### src/rtl/reg_file_pkg.sv
// Shared CPU definitions for the register file: register count and address width.
package reg_file_pkg;

  localparam int REG_ADDR_WIDTH = 4;
  localparam int REG_COUNT      = 16;

  typedef logic [REG_ADDR_WIDTH-1:0] reg_addr_t;

endpackage

### src/rtl/reg_file_if.sv
// Register file access bundle: write, reserve and two independent read ports.
interface reg_file_if #(
  parameter int BUS_WIDTH = 8
);
  import reg_file_pkg::*;

  logic                 wr_en;
  reg_addr_t            wr_addr;
  logic [BUS_WIDTH-1:0] wr_data;
  logic                 rsv_en;
  reg_addr_t            rsv_addr;
  reg_addr_t            rd_addr_a;
  reg_addr_t            rd_addr_b;
  logic [BUS_WIDTH-1:0] rd_data_a;
  logic [BUS_WIDTH-1:0] rd_data_b;
  logic                 rd_busy_a;
  logic                 rd_busy_b;

  modport master (
    output wr_en, wr_addr, wr_data, rsv_en, rsv_addr, rd_addr_a, rd_addr_b,
    input  rd_data_a, rd_data_b, rd_busy_a, rd_busy_b
  );

  modport slave (
    input  wr_en, wr_addr, wr_data, rsv_en, rsv_addr, rd_addr_a, rd_addr_b,
    output rd_data_a, rd_data_b, rd_busy_a, rd_busy_b
  );

endinterface

### src/rtl/reg_file_mux16.sv
// Generic 16-input selector shared by the register file read ports.
module mux16
  import reg_file_pkg::*;
#(
  parameter int BUS_WIDTH = 8
) (
  input  logic [BUS_WIDTH-1:0] i_in [REG_COUNT],
  input  reg_addr_t            i_sel,
  output logic [BUS_WIDTH-1:0] o_out
);

  assign o_out = i_in[i_sel];

endmodule

### src/rtl/reg_file.sv
// 16-entry register file with per-register pending bits, two combinational
// read ports, optional write-to-read bypass and optional hardwired-zero r0.
module reg_file
  import reg_file_pkg::*;
#(
  parameter int BUS_WIDTH = 8,
  parameter int ZERO_R0   = 1,
  parameter int BYPASS    = 1
) (
  input logic       clk,
  input logic       reset,
  reg_file_if.slave bus
);

  logic [BUS_WIDTH-1:0] r_mem  [REG_COUNT];
  logic [0:0]           r_pend [REG_COUNT];

  logic                 w_wr_ok;
  logic                 w_rsv_ok;
  logic [BUS_WIDTH-1:0] w_mux_data_a;
  logic [BUS_WIDTH-1:0] w_mux_data_b;
  logic [0:0]           w_mux_busy_a;
  logic [0:0]           w_mux_busy_b;

  function automatic logic f_is_r0(input reg_addr_t addr);
    return (ZERO_R0 != 0) && (addr == '0);
  endfunction

  // Post-mux read resolution: bypass first, then zero-register and reset override.
  function automatic logic [BUS_WIDTH:0] f_resolve(
    input reg_addr_t            addr,
    input logic [BUS_WIDTH-1:0] mux_data,
    input logic                 mux_busy,
    input logic                 rst,
    input logic                 wr_ok,
    input reg_addr_t            wr_addr,
    input logic [BUS_WIDTH-1:0] wr_data
  );
    logic [BUS_WIDTH:0] v;
    v = {mux_busy, mux_data};
    if ((BYPASS != 0) && wr_ok && (addr == wr_addr)) begin
      v = {1'b0, wr_data};
    end
    if (rst || f_is_r0(addr)) begin
      v = '0;
    end
    return v;
  endfunction

  assign w_wr_ok  = bus.wr_en  && !f_is_r0(bus.wr_addr);
  assign w_rsv_ok = bus.rsv_en && !f_is_r0(bus.rsv_addr);

  // Reserve is applied after write so a same-register collision leaves it pending.
  always_ff @(posedge clk or posedge reset) begin
    if (reset) begin
      for (int i = 0; i < REG_COUNT; i++) begin
        r_mem[i]  <= '0;
        r_pend[i] <= 1'b0;
      end
    end else begin
      if (w_wr_ok) begin
        r_mem[bus.wr_addr]  <= bus.wr_data;
        r_pend[bus.wr_addr] <= 1'b0;
      end
      if (w_rsv_ok) begin
        r_pend[bus.rsv_addr] <= 1'b1;
      end
    end
  end

  mux16 #(.BUS_WIDTH(BUS_WIDTH)) u_data_a (
    .i_in  (r_mem),
    .i_sel (bus.rd_addr_a),
    .o_out (w_mux_data_a)
  );

  mux16 #(.BUS_WIDTH(1)) u_busy_a (
    .i_in  (r_pend),
    .i_sel (bus.rd_addr_a),
    .o_out (w_mux_busy_a)
  );

  mux16 #(.BUS_WIDTH(BUS_WIDTH)) u_data_b (
    .i_in  (r_mem),
    .i_sel (bus.rd_addr_b),
    .o_out (w_mux_data_b)
  );

  mux16 #(.BUS_WIDTH(1)) u_busy_b (
    .i_in  (r_pend),
    .i_sel (bus.rd_addr_b),
    .o_out (w_mux_busy_b)
  );

  assign {bus.rd_busy_a, bus.rd_data_a} = f_resolve(bus.rd_addr_a, w_mux_data_a, w_mux_busy_a[0],
                                                    reset, w_wr_ok, bus.wr_addr, bus.wr_data);
  assign {bus.rd_busy_b, bus.rd_data_b} = f_resolve(bus.rd_addr_b, w_mux_data_b, w_mux_busy_b[0],
                                                    reset, w_wr_ok, bus.wr_addr, bus.wr_data);

endmodule

### src/flat_wrapper.sv
// flat-port wrapper written by rule: the top's interface ports become plain ports
module reg_file_flat import reg_file_pkg::*;
#(
  parameter int BUS_WIDTH = 8,
  parameter int ZERO_R0   = 1,
  parameter int BYPASS    = 1
)
  (clk, reset, bus_wr_en, bus_wr_addr, bus_wr_data, bus_rsv_en, bus_rsv_addr, bus_rd_addr_a, bus_rd_addr_b, bus_rd_data_a, bus_rd_data_b, bus_rd_busy_a, bus_rd_busy_b);
  reg_file_if #(.BUS_WIDTH(BUS_WIDTH)) bus_i ();
  input logic clk;
  input logic reset;
  input wire logic [$bits(bus_i.wr_en)-1:0] bus_wr_en;
  input wire logic [$bits(bus_i.wr_addr)-1:0] bus_wr_addr;
  input wire logic [$bits(bus_i.wr_data)-1:0] bus_wr_data;
  input wire logic [$bits(bus_i.rsv_en)-1:0] bus_rsv_en;
  input wire logic [$bits(bus_i.rsv_addr)-1:0] bus_rsv_addr;
  input wire logic [$bits(bus_i.rd_addr_a)-1:0] bus_rd_addr_a;
  input wire logic [$bits(bus_i.rd_addr_b)-1:0] bus_rd_addr_b;
  output wire logic [$bits(bus_i.rd_data_a)-1:0] bus_rd_data_a;
  output wire logic [$bits(bus_i.rd_data_b)-1:0] bus_rd_data_b;
  output wire logic [$bits(bus_i.rd_busy_a)-1:0] bus_rd_busy_a;
  output wire logic [$bits(bus_i.rd_busy_b)-1:0] bus_rd_busy_b;
  assign bus_i.wr_en = bus_wr_en;
  assign bus_i.wr_addr = bus_wr_addr;
  assign bus_i.wr_data = bus_wr_data;
  assign bus_i.rsv_en = bus_rsv_en;
  assign bus_i.rsv_addr = bus_rsv_addr;
  assign bus_i.rd_addr_a = bus_rd_addr_a;
  assign bus_i.rd_addr_b = bus_rd_addr_b;
  assign bus_rd_data_a = bus_i.rd_data_a;
  assign bus_rd_data_b = bus_i.rd_data_b;
  assign bus_rd_busy_a = bus_i.rd_busy_a;
  assign bus_rd_busy_b = bus_i.rd_busy_b;
  reg_file #(.BUS_WIDTH(BUS_WIDTH), .ZERO_R0(ZERO_R0), .BYPASS(BYPASS)) u_core (.clk(clk), .reset(reset), .bus(bus_i));
endmodule
### config.mk
export PLATFORM = sky130hd
export DESIGN_NAME = reg_file_flat
export DESIGN_NICKNAME = d
export VERILOG_FILES = /design/src/rtl/reg_file_pkg.sv /design/src/rtl/reg_file_if.sv /design/src/rtl/reg_file_mux16.sv /design/src/rtl/reg_file.sv /design/src/flat_wrapper.sv
export SDC_FILE = /design/constraint.sdc
export NUM_CORES = 1
export LEC_CHECK = 0
export ABC_CLOCK_PERIOD_IN_PS = 4600
export BUFFER_PORTS_ARGS = -buffer_cell sky130_fd_sc_hd__buf_2
export CORE_MARGIN = 5
export CORE_UTILIZATION = 62
export DETAILED_ROUTE_END_ITERATION = 6
export GPL_TIMING_DRIVEN = 0
export PLACE_DENSITY = 0.81
export SETUP_SLACK_MARGIN = 0.2
export SLEW_MARGIN = 5
export SYNTH_ARGS = -nofsm -noshare
export SYNTH_HDL_FRONTEND = slang
export SYNTH_HIERARCHICAL = 1
export SYNTH_SLANG_ARGS = --single-unit
export TNS_END_PERCENT = 30
### constraint.sdc
create_clock -name clk -period 4.6 [get_ports clk]
set_input_delay 0 -clock clk [delete_from_list [all_inputs] [get_ports clk]]
set_output_delay 0 -clock clk [all_outputs]
set_load 0.05 [all_outputs]
### Yosys cells after proc, flatten, opt, wreduce, memory -nomap -nowiden

Cells that the tools add are included.

| operators by class | value |
|---|---|
| bitwise operators | 7 |
| reductions and logical operators | 14 |
| mux-type cells | 25 |
| equal/unequal tests | 2 |
| $lt $le $gt $ge | 6 |

Operators with widths:

| operator | count |
|---|---|
| bitwise mux 128 bit | 1 |
| binary-select mux 8 bit (select 4 bit) | 2 |
| two-way mux 8 bit | 5 |
| two-way mux 9 bit | 4 |
| demux 8 bit (select 4 bit) | 1 |
| two-way mux 16 bit | 2 |
| >= comparator 5 bit (second input constant) | 4 |
| inverter 4 -> 5 bit | 4 |
| AND 16 bit | 1 |
| logical NOT 4 bit | 4 |
| inverter 16 bit | 1 |
| bitwise OR 16 bit | 1 |
| < comparator 5 x 1 -> 1 bit (second input constant) | 2 |
| binary-select mux 1 bit (select 4 bit) | 2 |
| demux 1 bit (select 4 bit) | 2 |
| equality test 4 bit | 2 |
| logical AND 1 bit | 6 |
| two-way mux 1 bit | 6 |
| logical NOT 1 bit | 2 |
| logical OR 1 bit | 2 |

| word-level totals | value |
|---|---|
| bits in registers | 144 |
| input port bits | 28 |
| output and inout bits | 18 |

### Longest topological paths before layout

| depth | value |
|---|---|
| depth after elaboration | 10 |
| gate-level depth with buffers | 7 |

### By module

Netlist, hierarchy kept.

By module, submodules not included:

| module | cells an instance | instances | area each (µm²) |
|---|---|---|---|
| reg_file | 432 | 1 | 5931.9 |
| mux16 (u_core.u_data_a ...) | 70 | 2 | 1033.5 |
| mux16 (u_core.u_busy_a ...) | 7 | 2 | 135.1 |

### Least setup slack after synthesis

Ideal clock, no wire load.

| timing path | value |
|---|---|
| kind | in2out |
| start | input port bus_wr_addr[1] |
| end | output port bus_rd_data_a[4] |
| required time | 4.600 ns |
| data arrival time | 2.103 ns |
| buffers on the path | 2 |
| stages on the path | 5 |
| slack | 2.497 ns |
| cells stage by stage | buf_2 -> o41ai_4 -> clkbuf_1 -> o21ai_0 -> a21boi_0 |

| on the way | value |
|---|---|
| cells in the longest elaborated chain, start to end | 6 |

RTL lines:

| what | line | source |
|---|---|---|
| from (decl) | flat_wrapper.sv:13 | `input wire logic [$bits(bus_i.wr_addr)-1:0] bus_wr_addr;` |
| logical NOT 4 bit | reg_file.sv:26 | `return (ZERO_R0 != 0) && (addr == '0);` |
| logical NOT 1 bit | reg_file.sv:50 | `assign w_wr_ok = bus.wr_en && !f_is_r0(bus.wr_addr);` |
| logical AND 1 bit | reg_file.sv:50 |  |
| logical AND 1 bit * | reg_file.sv:41 | `if ((BYPASS != 0) && wr_ok && (addr == wr_addr)) begin` |
| two-way mux 9 bit * | reg_file.sv:41 |  |
| two-way mux 9 bit * | reg_file.sv:44 | `if (rst \|\| f_is_r0(addr)) begin` |
| to (decl) | flat_wrapper.sv:19 | `output wire logic [$bits(bus_i.rd_data_a)-1:0] bus_rd_data_a;` |

Every way passes the cells marked *; elsewhere a longest branch is shown, timed or not.

### Final worst setup path

| timing path | value |
|---|---|
| start | register u_core/r_mem[113] (netlist name) |
| end | output port bus_rd_data_a[1] |

| on the way | value |
|---|---|
| cells in the longest elaborated chain, start to end | 5 |

RTL lines:

| what | line | source |
|---|---|---|
| from (decl) | reg_file.sv:15 | `logic [BUS_WIDTH-1:0] r_mem [REG_COUNT];` |
| from (signal, indexed assignment) | reg_file.sv:62 | `r_mem[bus.wr_addr] <= bus.wr_data;` |
| binary-select mux 8 bit (select 4 bit) | reg_file_mux16.sv:12 | `assign o_out = i_in[i_sel];` |
| two-way mux 8 bit (not written as such) (2 in series) | reg_file_mux16.sv:12 |  |
| via u_core.w_mux_data_a[1] | reg_file.sv:20 | `logic [BUS_WIDTH-1:0] w_mux_data_a;` |
| two-way mux 9 bit | reg_file.sv:41 |  |
| two-way mux 9 bit | reg_file.sv:44 |  |

The timed path passes the listed nets, and every way through them passes these cells. The select of a mux whose other input is x is not followed.

==> results.toml <==
[final_layout]
multi_input_area_um2 = 4328
layout_commonest_cell = "dfrtp_1"
area_growth_pct = 14.80
nets = 693
regArea_um2 = 3603
drive_gt1_share_pct = 40.32
stdcell_count = 853
antenna_cells = 0
fillers = 823
mostFrequentLayoutCells = "144 x dfrtp_1, 120 x mux2_2, 56 x buf_2"
finalInstanceArea_um2 = 9493

[global_route]
grt_max_degree = 93
grt_antenna_before_repair = 0
grt_overflow = 0
grt_pass1_wl_um = 35150
grtUsageTotal_pct = 29.07
grt_pass1_vias = 6185

[status]
outcome = "complete, no violations"

[synthesis]
synth_top_area_share_pct = 43.58
synth_nets = 614
async_flop_share_pct = 100.0
synth_warnings = 6
ys_ff_latch = 144
syn_area_per_cell_um2 = 14.11
syn-cell-area_um2 = 8269
synth_edf_count = 0
synth_seq_area_share_pct = 43.58
synth.largest_area_cell = "dfrtp_1"
syn_inst = 586
synth.distinct_cells = 38
synth_flop_cell = "dfrtp_1"
synth.area.top_cells = "dfrtp_1 44%, mux2_2 16%, mux4_1 11%, mux4_2 9.8%, a22oi_1 2.9%"

[clocking]
cts_tree = "built"
cts.clk_slew.worst_paths_ns = 0.06
cts_root_buf = "clkbuf_16"
hold_buffers = 18
numCtsBuffers = 17
post_cts_resized = 0
cts_buffer_depth = 2
h-tree-depth = 4
post-cts-setup-buffer-count = 0
cts_sinks = 144
clk_latency_ns = 0.42

[routing]
wl_um = 22390
drt_iter0_drc = 636
wl_per_cell_um = 26.24
ant_nets = 0
first_pass_iters = 5
drc_errors = 0
vias_per_cell = 6.986
vias = 5959

[critical_path]
crit_start = "u_core/r_mem[113]"
crit_fanout = 3
worstSetupPathType = "reg -> out"
endpoint_kind = "output pin"
r2r-start = "u_core/r_pend[13]"
crit_arrival_ns = 2.29
cp.required_ns = 4.60
cp-start-kind = "flop"

[power]
power.density_nw_per_um2 = 435.7
peakVddDrop_mv = 0.2788
p_leak_uw = 0.004073
total_power_uw = 4136

[worst_hold_path]
hold_path_startpoint = "bus_wr_addr[3]"
hold_path.class = "in -> reg"

[timing]
finalSetupTns_ns = 0
fmax_ghz = 0.4368
finalCriticalPeriod_ns = 2.289
hold_violations = 0
fin_skew_ns = 0
maxSlewViolCount = 0
rsz0062_at_grt = "false"
tightest_slew_ns = 0.7696
whs_ns = 0.09055
fin_crit_sh_pct = 49.77
slew_headroom_pct = 48.50
setup_viol = 0

[die]
die_x_um = 125.5
start_util_pct = 62.94
ios = 46
die_area_um2 = 15750
coreArea_um2 = 13140
die_h_um = 125.5
row_count = 42

[placement]
place.gp.congestion = 0.9720
dp.cells = 804
place_area_um2 = 8727
portBuffers = 41
place_hpwl_um = 15090

[flow_run]
maxCapViolCount = 0
per-layer routing:
metal | global-route usage, % | wire, µm | up-vias
met5 | 0 | 0 | -
met4 | 11.03 | 734 | 0
met3 | 8.102 | 2228 | 82
met2 | 46.98 | 10910 | 375
met1 | 37.81 | 8516 | 3056
li1 | - | - | 2446
area by class of cell:
| class | count | share of cell area (%) |
|---|---|---|
| Inverter | 3 | 0.1713 |
| Multi-Input combinational cell | 385 | 45.59 |
| Timing Repair Buffer | 60 | 4.350 |
| Clock inverter | 12 | 1.503 |
| Tap cell | 176 | 2.320 |
| Buffer | 54 | 3.440 |
| Sequential cell | 144 | 37.96 |
| Clock buffer | 19 | 4.666 |
cells by family after synthesis:
family                    synth area share (%)
buffers and inverters                    4.085
AOI/OAI and AO/OA                        7.399
DFF                                      43.58
muxes                                    38.31
and+or+nand+nor                          5.780
xor gates and xnor gates                0.8474
final timing paths:
kind	end	slack [ns]	depth (start not counted)
max in group asynchronous	u_core/r_mem[123]	3.59	4
min in group asynchronous	u_core/r_pend[0]	0.20	3
max	bus_rd_data_a[1]	2.31	6
min reg2reg	u_core/r_mem[124]	0.48	1
min	u_core/r_pend[1]	0.09	4
max reg2reg	u_core/r_pend[13]	3.35	3
cell usage after synthesis, types with 2 or more instances:
cell	count
a21boi_1	2
mux4_1	36
nand2b_1	6
clkdlybuf4s25_2	6
mux4_2	36
o21ai_0	34
inv_1	3
nand3b_1	3
nand3_1	18
xnor2_1	8
nor2_1	6
nand2_1	27
dfrtp_1	144
nand3b_2	2
nor4_1	2
nor2b_1	3
and2b_1	2
a22oi_1	32
mux2_2	120
o31ai_1	2
a21oi_1	2
buf_4	2
clkbuf_1	23
buf_6	8
a21boi_0	14
mux2i_1	6
nor2_2	9
or3_1	3
and4_1	2
and2_1	2
buf_2	15
nand4_1	2
worst max-delay path, cell delays in order, from the launching register on:
cell and delay (ns):
dfrtp_1 0.38, mux4_1 0.53, a22oi_1 0.35, nand2_1 0.12
o21ai_0 0.11, a21boi_0 0.14, buf_2 0.23
state kept, by name, indices dropped and copies added, names as in the netlist:
register / count
u_core/r_pend: 16
u_core/r_mem: 128
per-stage QoR:
stage	utilization, %	worst slack (ns)
floorplan	-	0.7337
global placement	66.18	-0.6442
detailed placement	66.43	2.570
CTS	72.26	2.387
global route	72.26	2.277
finish	72.26	2.311
report_power, final:
part / switching [µW] / total (µW) / leakage [µW] / internal, µW
clock: 525 / 1380 / 0.000284 / 856
sequential: 195 / 1740 / 0.00178 / 1540
combinational: 470 / 1010 / 0.00201 / 545
No activity file was read; power rests on OpenSTA's default activity.
